<file path="src/rtl/bisr_pkg.sv">
// Shared types and constants for the BISR spare allocator.
package bisr_pkg;

  localparam int NUM_PES_DEF    = 16;
  localparam int NUM_SPARES_DEF = 4;
  localparam int ENTRY_PE_W     = $clog2(NUM_PES_DEF);
  localparam int STATS_W        = 8;

  typedef enum logic [1:0] {
    IDLE,
    SEARCH,
    GRANT
  } alloc_state_t;

  // One remap table slot, indexed by spare number.
  typedef struct packed {
    logic                  valid;
    logic [ENTRY_PE_W-1:0] pe_idx;
  } remap_entry_t;

endpackage

</file>
<file path="src/rtl/spare_free_finder.sv">
// Combinational LSB-priority first-zero finder over the spare busy vector.
module spare_free_finder #(
  parameter int NUM_SPARES  = 4,
  parameter int SPARE_IDX_W = $clog2(NUM_SPARES)
) (
  input  logic [NUM_SPARES-1:0]  spare_busy,
  output logic [SPARE_IDX_W-1:0] free_idx,
  output logic                   any_free
);

  // Scan from the top down so the lowest free index is the last one written.
  always_comb begin
    // NOTE: every output gets a default first so no path leaves it unassigned (no latch).
    free_idx = '0;
    any_free = 1'b0;
    for (int s = NUM_SPARES - 1; s >= 0; s--) begin
      if (!spare_busy[s]) begin
        free_idx = SPARE_IDX_W'(s);
        any_free = 1'b1;
      end
    end
  end

endmodule

</file>
<file path="src/rtl/spare_allocator.sv">
// Spare allocator: maps faulty PEs to the lowest free spare PE and keeps the
// PE->spare remap table. Optional statistics counters are enabled with the
// SPARE_ALLOC_STATS_EN macro.
module spare_allocator
  import bisr_pkg::*;
#(
  parameter int NUM_PES     = NUM_PES_DEF,
  parameter int NUM_SPARES  = NUM_SPARES_DEF,
  parameter int PE_IDX_W    = $clog2(NUM_PES),
  parameter int SPARE_IDX_W = $clog2(NUM_SPARES)
) (
  input  logic                   clk,
  input  logic                   rst_n,
  input  logic                   clear,
  input  logic                   fault_valid,
  output logic                   fault_ready,
  input  logic [PE_IDX_W-1:0]    fault_pe_idx,
  output logic                   alloc_valid,
  input  logic                   alloc_ready,
  output logic [PE_IDX_W-1:0]    alloc_pe_idx,
  output logic [SPARE_IDX_W-1:0] alloc_spare_idx,
  output logic                   alloc_fail,
  output logic                   alloc_dup,
  output logic [NUM_SPARES-1:0]  spare_busy,
  output logic                   exhausted,
  input  logic [PE_IDX_W-1:0]    lookup_pe_idx,
  output logic                   lookup_hit,
  output logic [SPARE_IDX_W-1:0] lookup_spare_idx
`ifdef SPARE_ALLOC_STATS_EN
  ,
  output logic [STATS_W-1:0]     fault_count,
  output logic [STATS_W-1:0]     fail_count
`endif
);

  localparam logic [PE_IDX_W:0] NUM_PES_L = NUM_PES[PE_IDX_W:0];

  alloc_state_t             state_q, state_d;
  logic [PE_IDX_W-1:0]      pe_q, pe_d;
  logic                     alloc_valid_q, alloc_valid_d;
  logic                     alloc_fail_q, alloc_fail_d;
  logic                     alloc_dup_q, alloc_dup_d;
  logic [SPARE_IDX_W-1:0]   alloc_spare_q, alloc_spare_d;
  logic                     exhausted_q, exhausted_d;
  remap_entry_t             table_q [NUM_SPARES];
  remap_entry_t             table_d [NUM_SPARES];
`ifdef SPARE_ALLOC_STATS_EN
  logic [STATS_W-1:0]       fault_count_q, fault_count_d;
  logic [STATS_W-1:0]       fail_count_q, fail_count_d;
`endif

  logic                     dup_hit;
  logic [SPARE_IDX_W-1:0]   dup_idx;
  logic [SPARE_IDX_W-1:0]   free_idx;
  logic                     any_free;
  logic                     pe_in_range;

  // Busy vector mirrors the valid bits of the table.
  always_comb begin
    spare_busy = '0;
    for (int s = 0; s < NUM_SPARES; s++) spare_busy[s] = table_q[s].valid;
  end

  spare_free_finder #(
    .NUM_SPARES  (NUM_SPARES),
    .SPARE_IDX_W (SPARE_IDX_W)
  ) u_free_finder (
    .spare_busy (spare_busy),
    .free_idx   (free_idx),
    .any_free   (any_free)
  );

  assign pe_in_range = ({1'b0, pe_q} < NUM_PES_L);

  // CAM compare of the registered fault PE against the live table entries.
  always_comb begin
    dup_hit = 1'b0;
    dup_idx = '0;
    for (int s = 0; s < NUM_SPARES; s++) begin
      if (table_q[s].valid && (table_q[s].pe_idx == ENTRY_PE_W'(pe_q))) begin
        dup_hit = 1'b1;
        dup_idx = SPARE_IDX_W'(s);
      end
    end
  end

  // Datapath lookup CAM; at most one entry can match since dups are never written.
  always_comb begin
    lookup_hit       = 1'b0;
    lookup_spare_idx = '0;
    for (int s = 0; s < NUM_SPARES; s++) begin
      if (table_q[s].valid && (table_q[s].pe_idx == ENTRY_PE_W'(lookup_pe_idx))) begin
        lookup_hit       = 1'b1;
        lookup_spare_idx = SPARE_IDX_W'(s);
      end
    end
  end

  // Next-state, table update and grant result computation.
  always_comb begin
    state_d       = state_q;
    pe_d          = pe_q;
    alloc_valid_d = alloc_valid_q;
    alloc_fail_d  = alloc_fail_q;
    alloc_dup_d   = alloc_dup_q;
    alloc_spare_d = alloc_spare_q;
    exhausted_d   = exhausted_q;
    table_d       = table_q;
`ifdef SPARE_ALLOC_STATS_EN
    fault_count_d = fault_count_q;
    fail_count_d  = fail_count_q;
`endif

    if (clear) begin
      // Soft clear wins over any handshake in the same cycle.
      state_d       = IDLE;
      alloc_valid_d = 1'b0;
      alloc_fail_d  = 1'b0;
      alloc_dup_d   = 1'b0;
      exhausted_d   = 1'b0;
      for (int s = 0; s < NUM_SPARES; s++) table_d[s] = '0;
`ifdef SPARE_ALLOC_STATS_EN
      fault_count_d = '0;
      fail_count_d  = '0;
`endif
    end else begin
      unique case (state_q)
        IDLE: begin
          if (fault_valid) begin
            pe_d    = fault_pe_idx;
            state_d = SEARCH;
          end
        end
        SEARCH: begin
          state_d       = GRANT;
          alloc_valid_d = 1'b1;
          alloc_fail_d  = 1'b0;
          alloc_dup_d   = 1'b0;
          alloc_spare_d = '0;
          if (!pe_in_range) begin
            // Bogus index: report failure but do not mark the pool exhausted.
            alloc_fail_d = 1'b1;
          end else if (dup_hit) begin
            alloc_dup_d   = 1'b1;
            alloc_spare_d = dup_idx;
          end else if (any_free) begin
            table_d[free_idx] = '{valid: 1'b1, pe_idx: ENTRY_PE_W'(pe_q)};
            alloc_spare_d     = free_idx;
          end else begin
            alloc_fail_d = 1'b1;
            exhausted_d  = 1'b1;
          end
`ifdef SPARE_ALLOC_STATS_EN
          if (fault_count_q != '1) fault_count_d = fault_count_q + 1'b1;
          if (alloc_fail_d && (fail_count_q != '1)) fail_count_d = fail_count_q + 1'b1;
`endif
        end
        GRANT: begin
          if (alloc_ready) begin
            alloc_valid_d = 1'b0;
            alloc_fail_d  = 1'b0;
            alloc_dup_d   = 1'b0;
            state_d       = IDLE;
          end
        end
        default: state_d = IDLE;
      endcase
    end
  end

  // State and table registers.
  always_ff @(posedge clk or negedge rst_n) begin
    if (!rst_n) begin
      // NOTE: sequential state uses non-blocking assignments so all flops update together.
      state_q       <= IDLE;
      pe_q          <= '0;
      alloc_valid_q <= 1'b0;
      alloc_fail_q  <= 1'b0;
      alloc_dup_q   <= 1'b0;
      alloc_spare_q <= '0;
      exhausted_q   <= 1'b0;
      // NOTE: the table is reset because its valid bits define the free pool; it is tiny, so flops are cheap.
      for (int s = 0; s < NUM_SPARES; s++) table_q[s] <= '0;
`ifdef SPARE_ALLOC_STATS_EN
      fault_count_q <= '0;
      fail_count_q  <= '0;
`endif
    end else begin
      state_q       <= state_d;
      pe_q          <= pe_d;
      alloc_valid_q <= alloc_valid_d;
      alloc_fail_q  <= alloc_fail_d;
      alloc_dup_q   <= alloc_dup_d;
      alloc_spare_q <= alloc_spare_d;
      exhausted_q   <= exhausted_d;
      table_q       <= table_d;
`ifdef SPARE_ALLOC_STATS_EN
      fault_count_q <= fault_count_d;
      fail_count_q  <= fail_count_d;
`endif
    end
  end

  assign fault_ready     = (state_q == IDLE);
  assign alloc_valid     = alloc_valid_q;
  assign alloc_fail      = alloc_fail_q;
  assign alloc_dup       = alloc_dup_q;
  assign alloc_pe_idx    = pe_q;
  assign alloc_spare_idx = alloc_spare_q;
  assign exhausted       = exhausted_q;
`ifdef SPARE_ALLOC_STATS_EN
  assign fault_count     = fault_count_q;
  assign fail_count      = fail_count_q;
`endif

endmodule
</file>
<file path="config.mk">
export PLATFORM = sky130hd
export DESIGN_NAME = spare_allocator
export DESIGN_NICKNAME = d
export VERILOG_FILES = /design/src/rtl/bisr_pkg.sv /design/src/rtl/spare_free_finder.sv /design/src/rtl/spare_allocator.sv
export SDC_FILE = /design/constraint.sdc
export NUM_CORES = 1
export LEC_CHECK = 0
export BUFFER_PORTS_ARGS = -buffer_cell sky130_fd_sc_hd__buf_2
export CELL_PAD_IN_SITES_DETAIL_PLACEMENT = 0
export CELL_PAD_IN_SITES_GLOBAL_PLACEMENT = 1
export CORE_UTILIZATION = 45
export CTS_BUF_LIST = sky130_fd_sc_hd__clkbuf_2 sky130_fd_sc_hd__clkbuf_4 sky130_fd_sc_hd__clkbuf_8
export CTS_CLUSTER_DIAMETER = 60
export DETAILED_ROUTE_END_ITERATION = 10
export GPL_ROUTABILITY_DRIVEN = 0
export PLACE_DENSITY_LB_ADDON = 0.1
export SYNTH_ARGS = -nofsm -noshare
export SYNTH_HDL_FRONTEND = slang
export SYNTH_HIERARCHICAL = 1
export SYNTH_SLANG_ARGS = --single-unit
</file>
<file path="constraint.sdc">
create_clock -name clk -period 2.5 [get_ports clk]
set_clock_uncertainty 0.15 [all_clocks]
set_input_delay 0.75 -clock clk [delete_from_list [all_inputs] [get_ports clk]]
set_output_delay 0.75 -clock clk [all_outputs]
set_load 0.01 [all_outputs]
</file>
# Word level (Yosys, flattened, before mapping)
# Index checks and enable logic that the tools add are counted.
# op_classes
n_mux	49
magnitude_cmp	2
bitwise_logic	2
eq_ne	14
reduce_logical	19
# ops
cell	n
20-bit 2-to-1 mux	4
4-bit == test	8
2-bit 2-to-1 mux	13
1-bit 2-to-1 mux	25
20-bit bitwise mux	1
5-bit demux with 2-bit select	1
1-bit logical AND	9
3-bit AND reduction	3
3-bit inequality test, second input constant	2
1-bit case mux with 2 select lines	3
2-bit case mux with 3 select lines	1
2-bit AND reduction	3
5-bit 2-to-1 mux	1
2-bit inequality test, second input constant	2
2-bit nonzero test	2
3-bit >= comparator, second input constant	1
3-bit by 1-bit < comparator with 1-bit output, second input constant	1
2-bit inverter with 3-bit output	1
3-bit nonzero test	1
2-bit by 1-bit == test with 1-bit output, second input constant	1
2-bit == test, second input constant	1
2-bit zero test	1
1-bit inverter	1
# word_totals
regBits	32
word_cells	101
in_bits	13

# Depth between registers and ports, before layout
# Gate-level depths: netlist of the first run.
# depth
word_depth	14
mapped_depth	8
depth_no_buf	6

# Cells and area by module
# The synthesis of the first run kept the hierarchy.
# modules_own_cells
module	seq_area_each_um2	n_inst	area_per_inst_um2	cells_per_inst
spare_allocator	800.8	1	2099.5	218
spare_free_finder	0.0	1	28.8	5

# Worst setup path before layout of the first run
# OpenSTA, ideal clock, no wires.
# synth_path
path_type	input-to-output
start	input port lookup_pe_idx[0]
end	output port lookup_hit
path_slack_ps	-52
path_stages	5
t_required_ps	1600
arrival_time_ps	1652
path_cell_list	clkbuf_1 xor2_1 nor4_1 a31o_2 nand3b_1
# synth_between
elab_chain_len	6
word_cells_on_any_way	12
# synth_lines
element	line	rtl
start: declaration	spare_allocator.sv:26	input logic [PE_IDX_W-1:0] lookup_pe_idx,
4-bit == test	spare_allocator.sv:92	if (table_q[s].valid && (table_q[s].pe_idx == ENTRY_PE_W'(lookup_pe_idx))) begin
1-bit logical AND	spare_allocator.sv:92	
1-bit 2-to-1 mux (3 in series)	spare_allocator.sv:92	
1-bit 2-to-1 mux *	spare_allocator.sv:92	
end: declaration	spare_allocator.sv:27	output logic lookup_hit,
# Mark *: on every way between the ends. The rest lies on a longest branch, timed or not.

# Worst setup path after layout of the first run
# layout_path
start	input port lookup_pe_idx[1]
end	output port lookup_hit
# Same word-level chain as after synthesis.

==> flow_summary.json, run 1 <==
{
  "run_status": "complete, but fails checks",
  "violations": "DRC, setup timing",
  "muxShareOfSynthArea_pct": 2.12,
  "cts_tree": "yes",
  "crit_type": "in2out",
  "p_leak_uw": 0.00116,
  "syn_inst": 223,
  "crit_fanout": 3,
  "floorplan.initialDensity_pct": 47.9,
  "clk_latency_ps": 280,
  "crit_start": "lookup_pe_idx[1]",
  "die_w_um": 70.8,
  "syn_to_final_growth_pct": 18.6,
  "clk_pin_slew_worst_paths_ps": 70,
  "place_area_um2": 2320,
  "ys_types": 42,
  "async_flop_share_pct": 100,
  "synth_top_area_share_pct": 37.6,
  "routedWlPerCell_um": 17.7,
  "grt_pass1_vias": 1782,
  "yosys_warnings": 6,
  "cts_num_sinks": 32,
  "antenna_found_initial": 0,
  "instances_no_fill": 309,
  "start_kind": "input pin",
  "vias": 1801,
  "track_usage_pct": 23.7,
  "ys.flop_type": "dfrtp_1",
  "fin_nets": 270,
  "grt_pass1_wl_mm": 9.05,
  "core-area_um2": 4440,
  "dp_cells": 301,
  "final_area_um2": 2520,
  "yosysTopAreaCell": "dfrtp_1",
  "p_per_area_nw_per_um2": 531,
  "ys_seq_area_share_pct": 37.6,
  "ir_drop_mv": 0.372,
  "slew_headroom_pct": 52.2,
  "min_path_type": "in2async",
  "yosysMostFrequentCell": "dfrtp_1",
  "rsz0062_at_grt": "true",
  "whs_ps": 361,
  "cts_buffers": 5,
  "rows": 24,
  "dp.final_hpwl_mm": 4.05,
  "ys_ff_latch": 32,
  "grt-ovfl-total": 0,
  "setup_viol": 3,
  "r2r_start": "alloc_pe_idx[2]",
  "clock_path_buffers": 2,
  "die_y_um": 70.8,
  "syn_area_um2": 2130,
  "synthAdderAreaFrac_pct": 0,
  "cts_root_buf": "clkbuf_8",
  "firstDrtPassIters": 7,
  "synth_top_family_by_area": "simple AND/OR/NAND/NOR gates",
  "setup_tns_ps": -296,
  "yosys-top-cells-area": "dfrtp_1 (38%), xor2_1 (9.1%), nor2b_1 (4.4%), xnor2_1 (4.1%), nor3_1 (4.0%)",
  "first_iter_violations": 88,
  "power.total_uw": 1340,
  "post-route-drc-count": 4,
  "synth_edf_count": 0,
  "endpoint_kind": "output pin",
  "hold_violations": 0,
  "slew_viol_final": 0,
  "tightest_slew_ps": 717,
  "synth_area_per_cell_um2": 9.54,
  "ios": 31,
  "drtAntennaViolNets": 0,
  "setup_slack_ps": -147,
  "syn-num-nets": 236,
  "cap_violations": 0,
  "htreeDepth": 2,
  "min_period_ps": 2650,
  "synth_common_cells": "dfrtp_1 (32), xor2_1 (22), nor3_1 (17)",
  "fin_crit_sh_pct": 106,
  "drive_gt1_share_pct": 30.0,
  "io_buffers": 30,
  "cp.required_ps": 1600,
  "fmax_mhz": 378,
  "synth-simple-area-share_pct": 27.1,
  "vias_per_cell": 5.83,
  "routed_wl_mm": 5.48,
  "fill_cells": 381,
  "dieArea_um2": 5010,
  "synth_xor_area_share_pct": 13.2,
  "synth-compound-area-share_pct": 13.8,
  "antenna_cells": 0,
  "critPathArrivalTime_ps": 1750,
  "grt_max_degree": 33
}
sequential cells by signal (all words and copies together), names as in the netlist:
name and flops:
state_q 2, alloc_dup 1, alloc_spare_idx 2, exhausted 1, table_q 16, alloc_pe_idx 4
spare_busy 4, alloc_fail 1, alloc_valid 1
critical path, cell delays in order:
cell and delay, ps:
buf_8 100, xnor2_2 140, nand2_2 90, nor4_4 260
a31o_2 170, nand3b_1 100, buf_2 130
area by class of cell:
cell class | count | area, um^2 | share of cell area [%]
clock buffers | 7 | 96.3 | 3.82
inverters | 1 | 3.75 | 0.149
multi-input cells | 172 | 1260 | 49.8
flip-flops and latches | 32 | 801 | 31.7
well taps | 52 | 65.1 | 2.58
repair buffers | 45 | 303 | 12.0
per-layer routing:
metal | vias to the layer above | wire length, um | track usage, %
met5 | - | 0 | 0
met4 | 0 | 56 | 6.67
met3 | 6 | 240 | 3.85
met2 | 62 | 2680 | 40.1
met1 | 872 | 2500 | 31.4
li1 | 861 | - | -
cells by family after synthesis:
logic type             Yosys count
AO/OA/AOI/OAI                   38
XOR/XNOR                        32
buffers and inverters           19
flip-flops                      32
multiplexers                     4
AND/OR/NAND/NOR                 98
through the flow:
stage | util [%] | setup slack, ps
after floorplan | - | 32.8
after global placement | 52.2 | -125
after detailed placement | 52.2 | -223
after CTS | 55.8 | -107
after global routing | 56.8 | -212
final | 56.8 | -147
power breakdown:
part | total [uW] | switching (uW) | internal, uW
logic | 287 | 149 | 138
clock network | 426 | 181 | 245
registers | 628 | 72.7 | 555
what timing repair did:
item,in CTS,in global routing
setup endpoints to repair,3,3
hold endpoints to repair,0,0
gates resized for setup,11,10
pin swaps,0,3
hold buffers,0,0
setup buffers,1,0
layout by cell type, fill, tap and decap left out, types with 2 or more instances in the layout:
cell	n
nor3_1	15
nor3_2	3
buf_4	13
mux2_2	4
nand3b_1	2
or3_1	4
nand4b_1	5
buf_2	26
o21ai_0	6
a221o_1	8
nand4_1	2
nand3_1	11
nand4_2	2
xor2_2	3
a211o_1	4
a21oi_1	8
dfrtp_1	32
nand2b_1	9
buf_8	2
nor2b_1	15
xnor2_1	9
xor2_1	19
nor2_1	14
buf_6	4
nand2_1	7
clkbuf_8	7
a31oi_1	3
worst paths after layout:
path	to	slack, ps	cells past startpoint
max reg2reg	table_q[12]	250	7
min in group clk	alloc_spare_idx[0]	390	1
min	table_q[12]	360	1
max	lookup_hit	-150	7
min reg2reg	alloc_spare_idx[0]	390	1
max in group asynchronous	table_q[3]	1360	1
No activity file was read; power rests on OpenSTA's default activity.
==> run 2, diff against run 1 <==
Settings changed: SYNTH_HIERARCHICAL 1 to default.
==> run 2 against run 1 <==
  * The flow finishes with violations (setup timing)
  * Non-clock buffer count is 11 lower
  * Via count is 18% lower
  * Clock-buffer cell count is 1 lower
  * Global-route usage is 1.7 points lower
  * Sequential share of layout area is 4.0 points higher
  * Power is 0.51% lower
  * Synthesized cell count is 14% lower
  * Combinational power is 18% lower
  * Area after synthesis is 8.8% lower
  * Clock power is 17% higher
  * Sequential cell count stayed put
==> flow_summary.json, run 2 <==
{
  "run_status": "complete, but fails checks",
  "violations": "setup timing",
  "dp.final_hpwl_mm": 3.22,
  "synth_common_cells": "dfrtp_1 (32), xor2_1 (24), nand2b_1 (21)",
  "regToRegSetupSlack_ps": 240,
  "ys_ff_latch": 32,
  "floorplan.initialDensity_pct": 47.9,
  "post-route-drc-count": 0,
  "setup_viol": 3,
  "drtAntennaViolNets": 0,
  "fin_nets": 230,
  "antenna_found_initial": 0,
  "post_cts_buffers": 0,
  "routed_wl_mm": 4.32,
  "whs_ps": 340,
  "synth_top_area_share_pct": 41.2,
  "vias_per_cell": 5.51,
  "grt_max_degree": 33,
  "track_usage_pct": 22.0,
  "dp_cells": 260,
  "yosysMostFrequentCell": "dfrtp_1",
  "final_area_um2": 2240,
  "p_leak_uw": 0.00111,
  "async_flop_share_pct": 100,
  "cap_violations": 0,
  "slew_headroom_pct": 52.4,
  "ctsHoldBuffers": 0,
  "final_util_pct": 55.2,
  "min_path_type": "reg2reg",
  "vias": 1477,
  "yosysTopAreaCell": "dfrtp_1",
  "rows": 23,
  "ys_seq_area_share_pct": 41.2,
  "crit_start": "lookup_pe_idx[2]",
  "die_y_um": 67.7,
  "fmax_mhz": 384,
  "first_iter_violations": 140,
  "clk_latency_ps": 290,
  "fin_crit_sh_pct": 104,
  "endpoint_kind": "output pin",
  "syn_inst": 192,
  "crit_fanout": 4,
  "hold_path_depth": 2,
  "cts_tree": "yes",
  "setup_slack_ps": -104,
  "synth_area_per_cell_um2": 10.1,
  "min_period_ps": 2600,
  "die_w_um": 67.7,
  "crit_type": "in2out",
  "dp_slack_ps": -122,
  "ys.flop_type": "dfrtp_1",
  "yosys_warnings": 0,
  "place_area_um2": 2090,
  "ios": 31,
  "dieArea_um2": 4580,
  "syn_area_um2": 1940,
  "start_kind": "input pin",
  "clk_pin_slew_worst_paths_ps": 70,
  "grt-ovfl-total": 0,
  "largest_register_ffs": 16,
  "htreeDepth": 2,
  "final_common_cell": "dfrtp_1",
  "firstDrtPassIters": 4,
  "critPathArrivalTime_ps": 1700,
  "antenna_cells": 0,
  "regMostFlops": "table_q",
  "rsz0062_at_grt": "true",
  "r2r_start": "alloc_pe_idx[0]",
  "synth_edf_count": 0,
  "ys_types": 37,
  "clock_path_buffers": 2,
  "ff2ff_path_depth": 5,
  "p_per_area_nw_per_um2": 595,
  "cts_root_buf": "clkbuf_8",
  "cts_num_sinks": 32,
  "drive_gt1_share_pct": 23.9,
  "cp.required_ps": 1600,
  "grt_pass1_wl_mm": 7.17,
  "slew_viol_final": 0,
  "min-delay-start": "alloc_dup",
  "tightest_slew_ps": 715,
  "ir_drop_mv": 0.352,
  "yosys-top-cells-area": "dfrtp_1 (41%), xor2_1 (11%), mux2i_1 (8.2%), nand2b_1 (6.8%), xnor2_1 (3.6%)",
  "cts_buffers": 5,
  "grt_pass1_vias": 1447,
  "routedWlPerCell_um": 16.1,
  "r2r_end": "table_q[7]",
  "io_buffers": 30,
  "instances_no_fill": 268,
  "hold_end": "alloc_dup",
  "syn-num-nets": 205,
  "hold_violations": 0,
  "core-area_um2": 4060,
  "layout_common_cells": "dfrtp_1 (32), buf_2 (27), xor2_1 (24)",
  "syn_to_final_growth_pct": 15.4
}
## run 2: power breakdown
group	internal (uW)	leakage (uW)	switching (uW)
sequential	549	0.000430	53.7
combinational	110	0.000618	124
clock	306	0.0000586	191
## run 2: logic make-up after synthesis
group                     synth area share (%)
and+or+nand+nor                           21.3
xor gates and xnor gates                  14.4
AOI/OAI and AO/OA                         5.99
buffers and inverters                     6.51
DFF                                       41.2
muxes                                     10.6
## run 2: worst max path at each step
stage,to,slack (ps),cells past startpoint
2_1_floorplan,lookup_hit,20,5
3_3_place_gp,lookup_hit,-100,7
3_5_place_dp,lookup_hit,-120,7
4_1_cts,lookup_hit,-90,7
5_1_grt,lookup_hit,-170,7
6_report,lookup_hit,-100,7
## run 2: worst max-delay path: stages
cell,delay (ps)
buf_8,100
xor2_1,130
nor3_1,200
nand3_1,170
o31ai_4,90
nand3b_1,130
buf_2,130
## run 2: stage by stage
| step | power (uW) | setup TNS [ps] |
|---|---|---|
| finish | 1330 | -142 |
| global route | 1400 | -337 |
| CTS | 1340 | -162 |
| detailed placement | 841 | -214 |
| global placement | 835 | -139 |
| floorplan | 770 | 0 |
## run 2: metal layers
layer  track usage [%]  up-vias  part of all wire (%)
met5                 0        -                     0
met2              36.4       35                    50
li1                  -      709                     -
met4              7.98        0                   1.5
met1              27.7      727                    44
met3              4.90        6                   3.8
## run 2: final cells by class
cell class | count | area, um^2
clock inverter | 2 | 35.0
sequential | 32 | 801
inverter | 5 | 18.8
timing repair buffer | 34 | 206
tap | 50 | 62.6
multi-input combinational | 139 | 1040
fill | 356 | 1820
clock buffer | 6 | 76.3
## run 2: timing repair
item                                    4_1_cts  5_1_grt
gates resized for setup                       5        5
pin swaps                                     1        3
endpoints found under the setup margin        3        3
==> run 3, diff against run 2 <==
Settings changed: CORE_UTILIZATION 45 to 49, SYNTH_HIERARCHICAL from default to 1.
Clock period 2.5 ns to 3.3 ns, I/O delays scaled along.
==> run 3 against run 2 <==
  * The flow now finishes without violations
  * Global-route usage is 5.2 points higher
  * Sequential share of layout area is 1.0 points lower
  * Non-clock buffer count is 3 lower
  * First-iteration DRC count is 26% lower
  * Die area is 0.64% higher
  * Hold slack better by 37 ps
  * Final cell count is 9.7% higher
  * Sequential power is 21% lower
  * Worst setup slack better by 190 ps
==> flow_summary.json, run 3 (synthesized netlist as in run 1, its figures left out) <==
{
  "run_status": "completed",
  "post-route-drc-count": 0,
  "dp.final_hpwl_mm": 3.95,
  "clk_latency_ps": 290,
  "whs_ps": 377,
  "routed.top_layer": "met4",
  "grt-ovfl-total": 0,
  "p_leak_uw": 0.00106,
  "slew_viol_final": 0,
  "slew_headroom_pct": 45.1,
  "crit_type": "in2out",
  "p_per_area_nw_per_um2": 428,
  "post_cts_buffers": 0,
  "dieArea_um2": 4610,
  "post_cts_resized": 0,
  "vias": 1786,
  "cp.required_ps": 2160,
  "drive_gt1_share_pct": 22.5,
  "tightest_slew_ps": 824,
  "crit_fanout": 4,
  "rsz0062_at_grt": "false",
  "ios": 31,
  "core-area_um2": 4090,
  "multi_input_area_um2": 1190,
  "worstPathCellList": "buf_2 -> xor2_1 -> nor3_1 -> nand3_1 -> o21ai_0 -> buf_2",
  "min_period_ps": 3210,
  "firstDrtPassIters": 4,
  "fmax_mhz": 311,
  "io_buffers": 30,
  "vias_per_cell": 6.07,
  "setup_slack_ps": 86.0,
  "regMostFlops": "table_q",
  "cts_num_sinks": 32,
  "fill_cells": 410,
  "wl_met2_mm": 2.73,
  "largest_register_ffs": 16,
  "fin_crit_sh_pct": 97.4,
  "die_w_um": 67.9,
  "ir_drop_mv": 0.200,
  "antenna_cells": 0,
  "met1_length_mm": 2.51,
  "antenna_found_initial": 0,
  "dp_slack_ps": 101,
  "clk_pin_slew_worst_paths_ps": 70,
  "grt_max_degree": 34,
  "slowest_stage": "nor3_1",
  "rows": 23,
  "seq_area_um2": 801,
  "endpoint_kind": "output pin",
  "first_iter_violations": 104,
  "syn_to_final_growth_pct": 8.41,
  "ctsHoldBuffers": 0,
  "fin_nets": 256,
  "route.met3.wl_um": 253,
  "cts_tree": "yes",
  "grt_pass1_vias": 1798,
  "min-delay-start": "exhausted",
  "die_y_um": 67.9,
  "cap_violations": 0,
  "critPathArrivalTime_ps": 2070,
  "cts_buffers": 5,
  "track_usage_pct": 27.2,
  "critPathMaxStageDelay_ps": 280,
  "final_common_cell": "dfrtp_1",
  "r2r_start": "alloc_pe_idx[2]",
  "floorplan.initialDensity_pct": 52.1,
  "hold_violations": 0,
  "grt_pass1_wl_mm": 8.96,
  "clock_path_buffers": 2,
  "layout_common_cells": "dfrtp_1 (32), buf_2 (30), xor2_1 (22)",
  "min_path_type": "reg2reg",
  "routed_wl_mm": 5.62,
  "routedWlPerCell_um": 19.1,
  "setup_tns_ps": 0,
  "crit_start": "lookup_pe_idx[2]",
  "cts_root_buf": "clkbuf_8",
  "htreeDepth": 2,
  "start_kind": "input pin",
  "drtAntennaViolNets": 0,
  "setup_viol": 0,
  "crit_top_cell": "buf_2"
}
## run 3: final timing paths
path                                       endpoint  slack (ps)  depth (start not counted)
worst max-delay path            lookup_spare_idx[0]          90                          6
worst min-delay path                      exhausted         380                          2
worst max register to register          table_q[10]         770                          6
worst min register to register            exhausted         380                          2
max in group asynchronous        alloc_spare_idx[1]        1940                          1
min in group asynchronous               table_q[13]         600                          1
## run 3: final cells by class
class                   count  area share, %
multi-input cells         172           51.8
flip-flops and latches     32           34.7
well taps                  50           2.71
clock buffers               5           2.98
repair buffers             31           6.83
clock inverters             3          0.813
inverters                   1          0.163
## run 3: worst max-delay path, delay by kind of cell
family	cells	cell delay, ps
AOI/OAI and AO/OA	1	210
and+or+nand+nor	2	420
buffers and inverters	2	300
xor gates and xnor gates	1	160
## run 3: metal layers
layer  GRT usage [%]  vias to the layer above
met4            10.7                        0
met2            45.9                       45
met1            33.5                      894
met5               0                        -
met3            6.00                       14
li1                -                      833
## run 3: report_power, final
part / internal, uW / switching [uW]
sequential: 420 / 57.2
clock: 147 / 163
combinational: 89.8 / 111
## run 3: stage by stage
stage	total power [uW]	area [um^2]	util (%)	std cells
floorplan	627	2130	-	223
finish	988	2310	56.5	294
global placement	675	2220	54.3	286
CTS	990	2310	56.5	294
global route	1030	2310	56.5	294
detailed placement	683	2220	54.3	286
